## config.mk

```make
export PLATFORM = sky130hd
export DESIGN_NAME = svc_rv_hazard_ctl
export DESIGN_NICKNAME = d
export VERILOG_FILES = /design/src/rtl/svc_rv_hazard_ctl.sv
export SDC_FILE = /design/constraint.sdc
export NUM_CORES = 1
export LEC_CHECK = 0
export ABC_AREA = 1
export CELL_PAD_IN_SITES_DETAIL_PLACEMENT = 2
export CELL_PAD_IN_SITES_GLOBAL_PLACEMENT = 2
export CORE_MARGIN = 4
export CORE_UTILIZATION = 20
export DETAILED_ROUTE_END_ITERATION = 16
export PLACE_DENSITY = 0.75
export SYNTH_ARGS = -nofsm -noshare
export SYNTH_HDL_FRONTEND = slang
export SYNTH_SLANG_ARGS = --single-unit
```

## constraint.sdc

```tcl
create_clock -name clk -period 2 [get_ports clk]
set_input_delay 0.3 -clock clk [delete_from_list [all_inputs] [get_ports clk]]
set_output_delay 0.3 -clock clk [all_outputs]
set_load 0.01 [all_outputs]
```

## src/rtl/svc_rv_hazard_ctl.sv

```systemverilog
// Hazard control: load-use stall, redirect flush, DIV/REM freeze, watchdog.
// Define SVC_RV_HAZARD_STATS_EN to add stall_cycles/flush_events counters.
module svc_rv_hazard_ctl #(
  parameter int XLEN       = 32,
  parameter int MC_TIMEOUT = 64
) (
  input  logic       clk,
  input  logic       rst_n,
  input  logic [4:0] rs1_id,
  input  logic [4:0] rs2_id,
  input  logic       rs1_used_id,
  input  logic       rs2_used_id,
  input  logic [4:0] rd_ex,
  input  logic       mem_read_ex,
  input  logic       valid_ex,
  input  logic       is_mc_ex,
  input  logic       mc_done,
  input  logic       redirect_ex,
  output logic       pc_stall,
  output logic       if_id_stall,
  output logic       if_id_flush,
  output logic       id_ex_stall,
  output logic       id_ex_flush,
  output logic       mc_start,
  output logic       mc_timeout
`ifdef SVC_RV_HAZARD_STATS_EN
  ,
  output logic [XLEN-1:0] stall_cycles,
  output logic [XLEN-1:0] flush_events
`endif
);

  localparam int CW = $clog2(MC_TIMEOUT);

  if (MC_TIMEOUT < 2 || MC_TIMEOUT > 1023 ||
      XLEN < 1) begin : g_bad_cfg
    $error("svc_rv_hazard_ctl: bad parameters");
  end

  typedef enum logic {
    S_IDLE,
    S_MC_BUSY
  } state_t;

  state_t          r_state;
  logic [CW-1:0]   r_cnt;
  logic            r_timeout;

  logic w_mc_hit;
  logic w_rs1_hit;
  logic w_rs2_hit;
  logic w_load_use;
  logic w_wd_fire;

  assign w_mc_hit   = valid_ex & is_mc_ex;
  assign w_rs1_hit  = rs1_used_id & (rs1_id == rd_ex);
  assign w_rs2_hit  = rs2_used_id & (rs2_id == rd_ex);
  assign w_load_use = valid_ex & mem_read_ex &
                      (rd_ex != 5'd0) &
                      (w_rs1_hit | w_rs2_hit);

  // mc_done on the terminal count wins over the watchdog
  assign w_wd_fire = (r_state == S_MC_BUSY) & ~mc_done &
                     (r_cnt == CW'(MC_TIMEOUT - 1));

  assign mc_timeout = r_timeout;

  always_comb begin
    pc_stall    = 1'b0;
    if_id_stall = 1'b0;
    if_id_flush = 1'b0;
    id_ex_stall = 1'b0;
    id_ex_flush = 1'b0;
    mc_start    = 1'b0;
    if (rst_n) begin
      unique case (r_state)
        S_IDLE: begin
          if (w_mc_hit) begin
            mc_start    = 1'b1;
            pc_stall    = 1'b1;
            if_id_stall = 1'b1;
            id_ex_stall = 1'b1;
          end else if (redirect_ex) begin
            if_id_flush = 1'b1;
            id_ex_flush = 1'b1;
          end else if (w_load_use) begin
            pc_stall    = 1'b1;
            if_id_stall = 1'b1;
            id_ex_flush = 1'b1;
          end
        end
        S_MC_BUSY: begin
          if (!mc_done && !w_wd_fire) begin
            pc_stall    = 1'b1;
            if_id_stall = 1'b1;
            id_ex_stall = 1'b1;
          end
        end
        default: ;
      endcase
    end
  end

  always_ff @(posedge clk or negedge rst_n) begin
    if (!rst_n) begin
      r_state   <= S_IDLE;
      r_cnt     <= '0;
      r_timeout <= 1'b0;
    end else begin
      unique case (r_state)
        S_IDLE: begin
          if (w_mc_hit) begin
            r_state <= S_MC_BUSY;
            r_cnt   <= '0;
          end
        end
        S_MC_BUSY: begin
          if (mc_done) begin
            r_state <= S_IDLE;
          end else if (w_wd_fire) begin
            r_state   <= S_IDLE;
            r_timeout <= 1'b1;
          end else begin
            r_cnt <= r_cnt + 1'b1;
          end
        end
        default: r_state <= S_IDLE;
      endcase
    end
  end

`ifdef SVC_RV_HAZARD_STATS_EN
  logic [XLEN-1:0] r_stall_cycles;
  logic [XLEN-1:0] r_flush_events;

  assign stall_cycles = r_stall_cycles;
  assign flush_events = r_flush_events;

  always_ff @(posedge clk or negedge rst_n) begin
    if (!rst_n) begin
      r_stall_cycles <= '0;
      r_flush_events <= '0;
    end else begin
      if (pc_stall && (r_stall_cycles != '1))
        r_stall_cycles <= r_stall_cycles + 1'b1;
      if (id_ex_flush && (r_flush_events != '1))
        r_flush_events <= r_flush_events + 1'b1;
    end
  end
`endif

endmodule

```

[Word level (Yosys, flattened, before mapping)]
Cells that the tools add are included.
Storage, ports and cells
  flip-flop bits (word level): 8
  bits of input ports: 24
Cells by class
  bitwise logic cells: 11
  equality and inequality tests: 6
  add/sub/neg operators: 1
  mux-type cells: 26
  reductions and logical operators: 6
Operators by type and width (count)
  $mux 1: 19
  $mux 6: 3
  $pmux 6 s2: 1
  $eq 5x5->1: 2
  $and 1x1->1: 8
  $add 6x1->6 const B: 1
  $eq 6x6->1 const B: 1
  $ne 2x2->1 const B: 3
  $pmux 1 s2: 3
  $reduce_and 3->1: 2
  $reduce_bool 5->1: 1
  $logic_not 1->1: 2
  $not 1->1: 2
  $logic_and 1x1->1: 1
  $or 1x1->1: 1

[Depth between registers and ports, before layout]
  depth in word-level cells: 9
  depth in mapped cells: 9

[Worst setup path after synthesis]
No wires, ideal clock.
  kind: register to output
  start point: register r_cnt[0]
  end point: output pc_stall
  arrival time: 1.566 ns
  path buffers: 1
  data required time: 1.700 ns
  path slack: 0.134 ns
  cell stages (with the launch flop): 9
  cells stage by stage: dfrtp_1 ha_1 nand2_1 nor2_2 nand3_4 nand3_4 nor2_1 o21bai_1 buf_4
On the way
  word-level cells in the longest chain between the ends: 7
RTL lines
  start: declaration: line 46  | logic [CW-1:0] r_cnt;
  start signal: assignment: line 124  | r_cnt <= r_cnt + 1'b1;
  $eq 6x6->1: line 64  | (r_cnt == CW'(MC_TIMEOUT - 1));
  $and 1x1->1: line 63  | assign w_wd_fire = (r_state == S_MC_BUSY) & ~mc_done &
  $logic_not 1->1: line 93  | if (!mc_done && !w_wd_fire) begin
  $logic_and 1x1->1: line 93
  $mux 1
  $pmux 1 s2
  $mux 1
  end: declaration: line 19  | output logic pc_stall,
No other way between the ends.

[Worst setup path after layout]
  start point: register r_cnt[1]
  end point: output if_id_stall
On the way
  word-level cells in the longest chain between the ends: 7
RTL lines
  $eq 6x6->1: line 64
  $and 1x1->1: line 63
  $logic_not 1->1: line 93
  $logic_and 1x1->1: line 93
  $mux 1: line 93
  $pmux 1 s2: line 76  | unique case (r_state)
  $mux 1: line 75  | if (rst_n) begin
  end: declaration: line 20  | output logic if_id_stall,
No other way between the ends.

==> impl_results.md <==
* Status: completed
* Post-Syn Area per Cell at between 5 and 6 sq um
* DPL Wire Length at between 2 and 2.5 mm
* Hold crit path type: input pin to asynchronous set/reset pin
* DR vias/cell at approximately 4.4
* Layout Area Growth over Synthesis at 72.08%
* Slew Limit Fails at 0
* Fin. Hold Viols at 0
* Largest net degree at the start of global routing at 9
* Period utilization at between 90% and 100%
* Reg2reg setup slack at roughly 440 ps
* Worst EP required at roughly 1700 ps
* Critical path type: flip-flop to output port
* Fillers at around 420
* CTS Buffer Depth at 2
* VDD IR max at approximately 0.32 mV
* Final setup vio count at 0
* First-pass GRT wire length at 4.692 mm
* Rel. slew slack at 81.68%
* Chip Height at slightly below 70 um
* Syn Inst Count at approximately 120
* Main flop type after synthesis: dfrtp_1
* CTS root buffer: clkbuf_4
* Sequential element share of the synthesized area at ~28%
* Worst Skew at roughly 4.8 ps
* Critical Path End Type: output port
* Antenna-violating nets left at 0
* Width of the die at about 68 um
* Vias at 936
* Cell taking the most area after synthesis: dfrtp_1
* Wire per inst at 13.98 um
* Synth async-reset ratio at 100.0%
* Post-Syn Area at ~700 sq um
* Remaining DRCs at 0
* Overall routing resource usage at 13.58%
* Ant. Diodes at 0
* Final instance area at roughly 1200 sq um
* Setup Total Neg Slack at 0 ps
* Crit-path max FO at 3
* Inserted Clock Buffers at 3
* Initial core utilization at about a fifth
* DR pass1 iterations at 4
* # nets final at about 190
* Yosys top cell area share at between 20% and 30%
* Port Buffers at 30
* Least-Margin Pin Slew at around 270 ps
* Pwr Density at roughly 620 nW/um^2
* Post-synth EDFFs at 0
* Final Core Density at 36.40%
* Most common cell in the netlist: nand2_1
* Post-synthesis cell type count at 19
* Crit Reg-Reg Startpoint: r_cnt[1]
* Clk_lat worst skew at roughly 260 ps
* Yosys reg bits at 8
* Post-synth net total at around 150
* Ys Warns at 0
* CTS Sinks at 8
* Worst R2R End: r_cnt[0]
* I/O Pins at 31
* Worst-path clk slew at ~60 ps
* Top cells by area, synth: dfrtp_1 (28%), nand2_1 (24%), inv_1 (11%), nor2_1 (6.3%), nand3_1 (5.6%)
* Leakage at approximately 0.71 nW
* Layout cell share with drive strength beyond 1 at approximately 23%
* Hold_buf cts at 0
* Core Area at ~3400 sq um
* Maxcap violations at 0
* H-tree depth at 1
* Post-layout min period at 1936 ps
* GRT overflow at 0
* DP Area at 1157 sq um
* Top post-synthesis cells by count: nand2_1 (45), inv_1 (21), nor2_1 (12), dfrtp_1 (8), nand3_1 (8)
* Vias in the first global route at 979
* Register-to-Register Path Depth at 9
* Routed WL at between 2 and 3 mm
* Final Wtd Congestion at ~0.84
* Initial DRC Count at 20
* Critical Path Source Type: flip-flop
* Worst endpoint data arrival time at between 1500 and 2000 ps
* Initial antenna violation count at 0
* CTS tree: done
* Die area at 4606 sq um
* Row cnt at 21
* FMAX at 0.5165 GHz
==> sequential cells by signal, summed over array words and instances, names as in the netlist <==
name	count
r_state	1
mc_timeout	1
r_cnt	6
==> kinds of logic after synthesis <==
logic type                 Yosys count  synth area share [%]
AOI/OAI and AO/OA                   10                 7.328
DFF                                  8                 27.92
adders and majority gates            1                 1.745
and+or+nand+nor                     76                 48.52
buffers and inverters               26                 14.49
==> critical path, stage by stage (launching register included) <==
cell      delay (ps)
dfrtp_1          410
ha_4             180
nand2_4           70
nor2_4            50
nand3_4           90
buf_4            110
nand4_1           70
o21bai_1         210
buf_2            180
==> worst max path at each step <==
stage                  start     endpoint  slack [ps]  cells past startpoint
floorplan           r_cnt[0]     pc_stall         130                      8
finish              r_cnt[1]  if_id_stall          60                      8
global route        r_cnt[1]  if_id_stall         -20                      8
detailed placement  rd_ex[4]  if_id_stall        -490                     10
global placement    rd_ex[4]     pc_stall        -410                     10
CTS                 r_cnt[0]  id_ex_stall           4                      8
==> metal layers <==
metal / GRT usage (%) / share of wire [%]
met1: 17.40 / 43
met2: 23.82 / 53
met3: 2.791 / 3.9
met4: 2.233 / 0
met5: 0 / 0
==> repair_timing <==
action / CTS / global route
gates resized for setup: 26 / 14
pin swaps: 2 / 7
buffers inserted: 0 / 2
setup endpoints to repair: 5 / 5
gates cloned: 0 / 0
==> power breakdown <==
part	switching, mW	internal [mW]
combinational	0.211	0.196
clock	0.0569	0.0688
sequential	0.0339	0.196
==> area by class of cell <==
cell class / count / area [sq um] / share of cell area [%]
multi-input cells: 87 / 452.9 / 36.71
repair buffers: 44 / 404.1 / 32.76
flip-flops and latches: 8 / 200.2 / 16.23
inverters: 25 / 96.34 / 7.809
well taps: 46 / 57.56 / 4.665
clock buffers: 3 / 22.52 / 1.826
==> layout by cell type, fill, tap and decap left out, types with 4 or more instances in the layout <==
cell / n
nand2_1: 44
inv_1: 20
buf_4: 14
clkdlybuf4s50_1: 13
dlymetal6s2s_1: 9
nor2_1: 8
nand3_1: 8
dfrtp_1: 8
a21oi_1: 5
inv_2: 4
nor2_2: 4
==> per-stage QoR <==
stage / hold WS, ps / setup slack [ps] / cells / power (mW)
floorplan: 4.409 / 134.1 / 121 / 0.3865
global placement: 448.3 / -410.8 / 208 / 0.5876
detailed placement: 467.2 / -492.6 / 208 / 0.6158
CTS: 469.5 / 4.004 / 211 / 0.7474
global route: 490.5 / -21.23 / 213 / 0.8337
finish: 463.7 / 63.77 / 213 / 0.7618
Power figures use the tool's default switching activity.
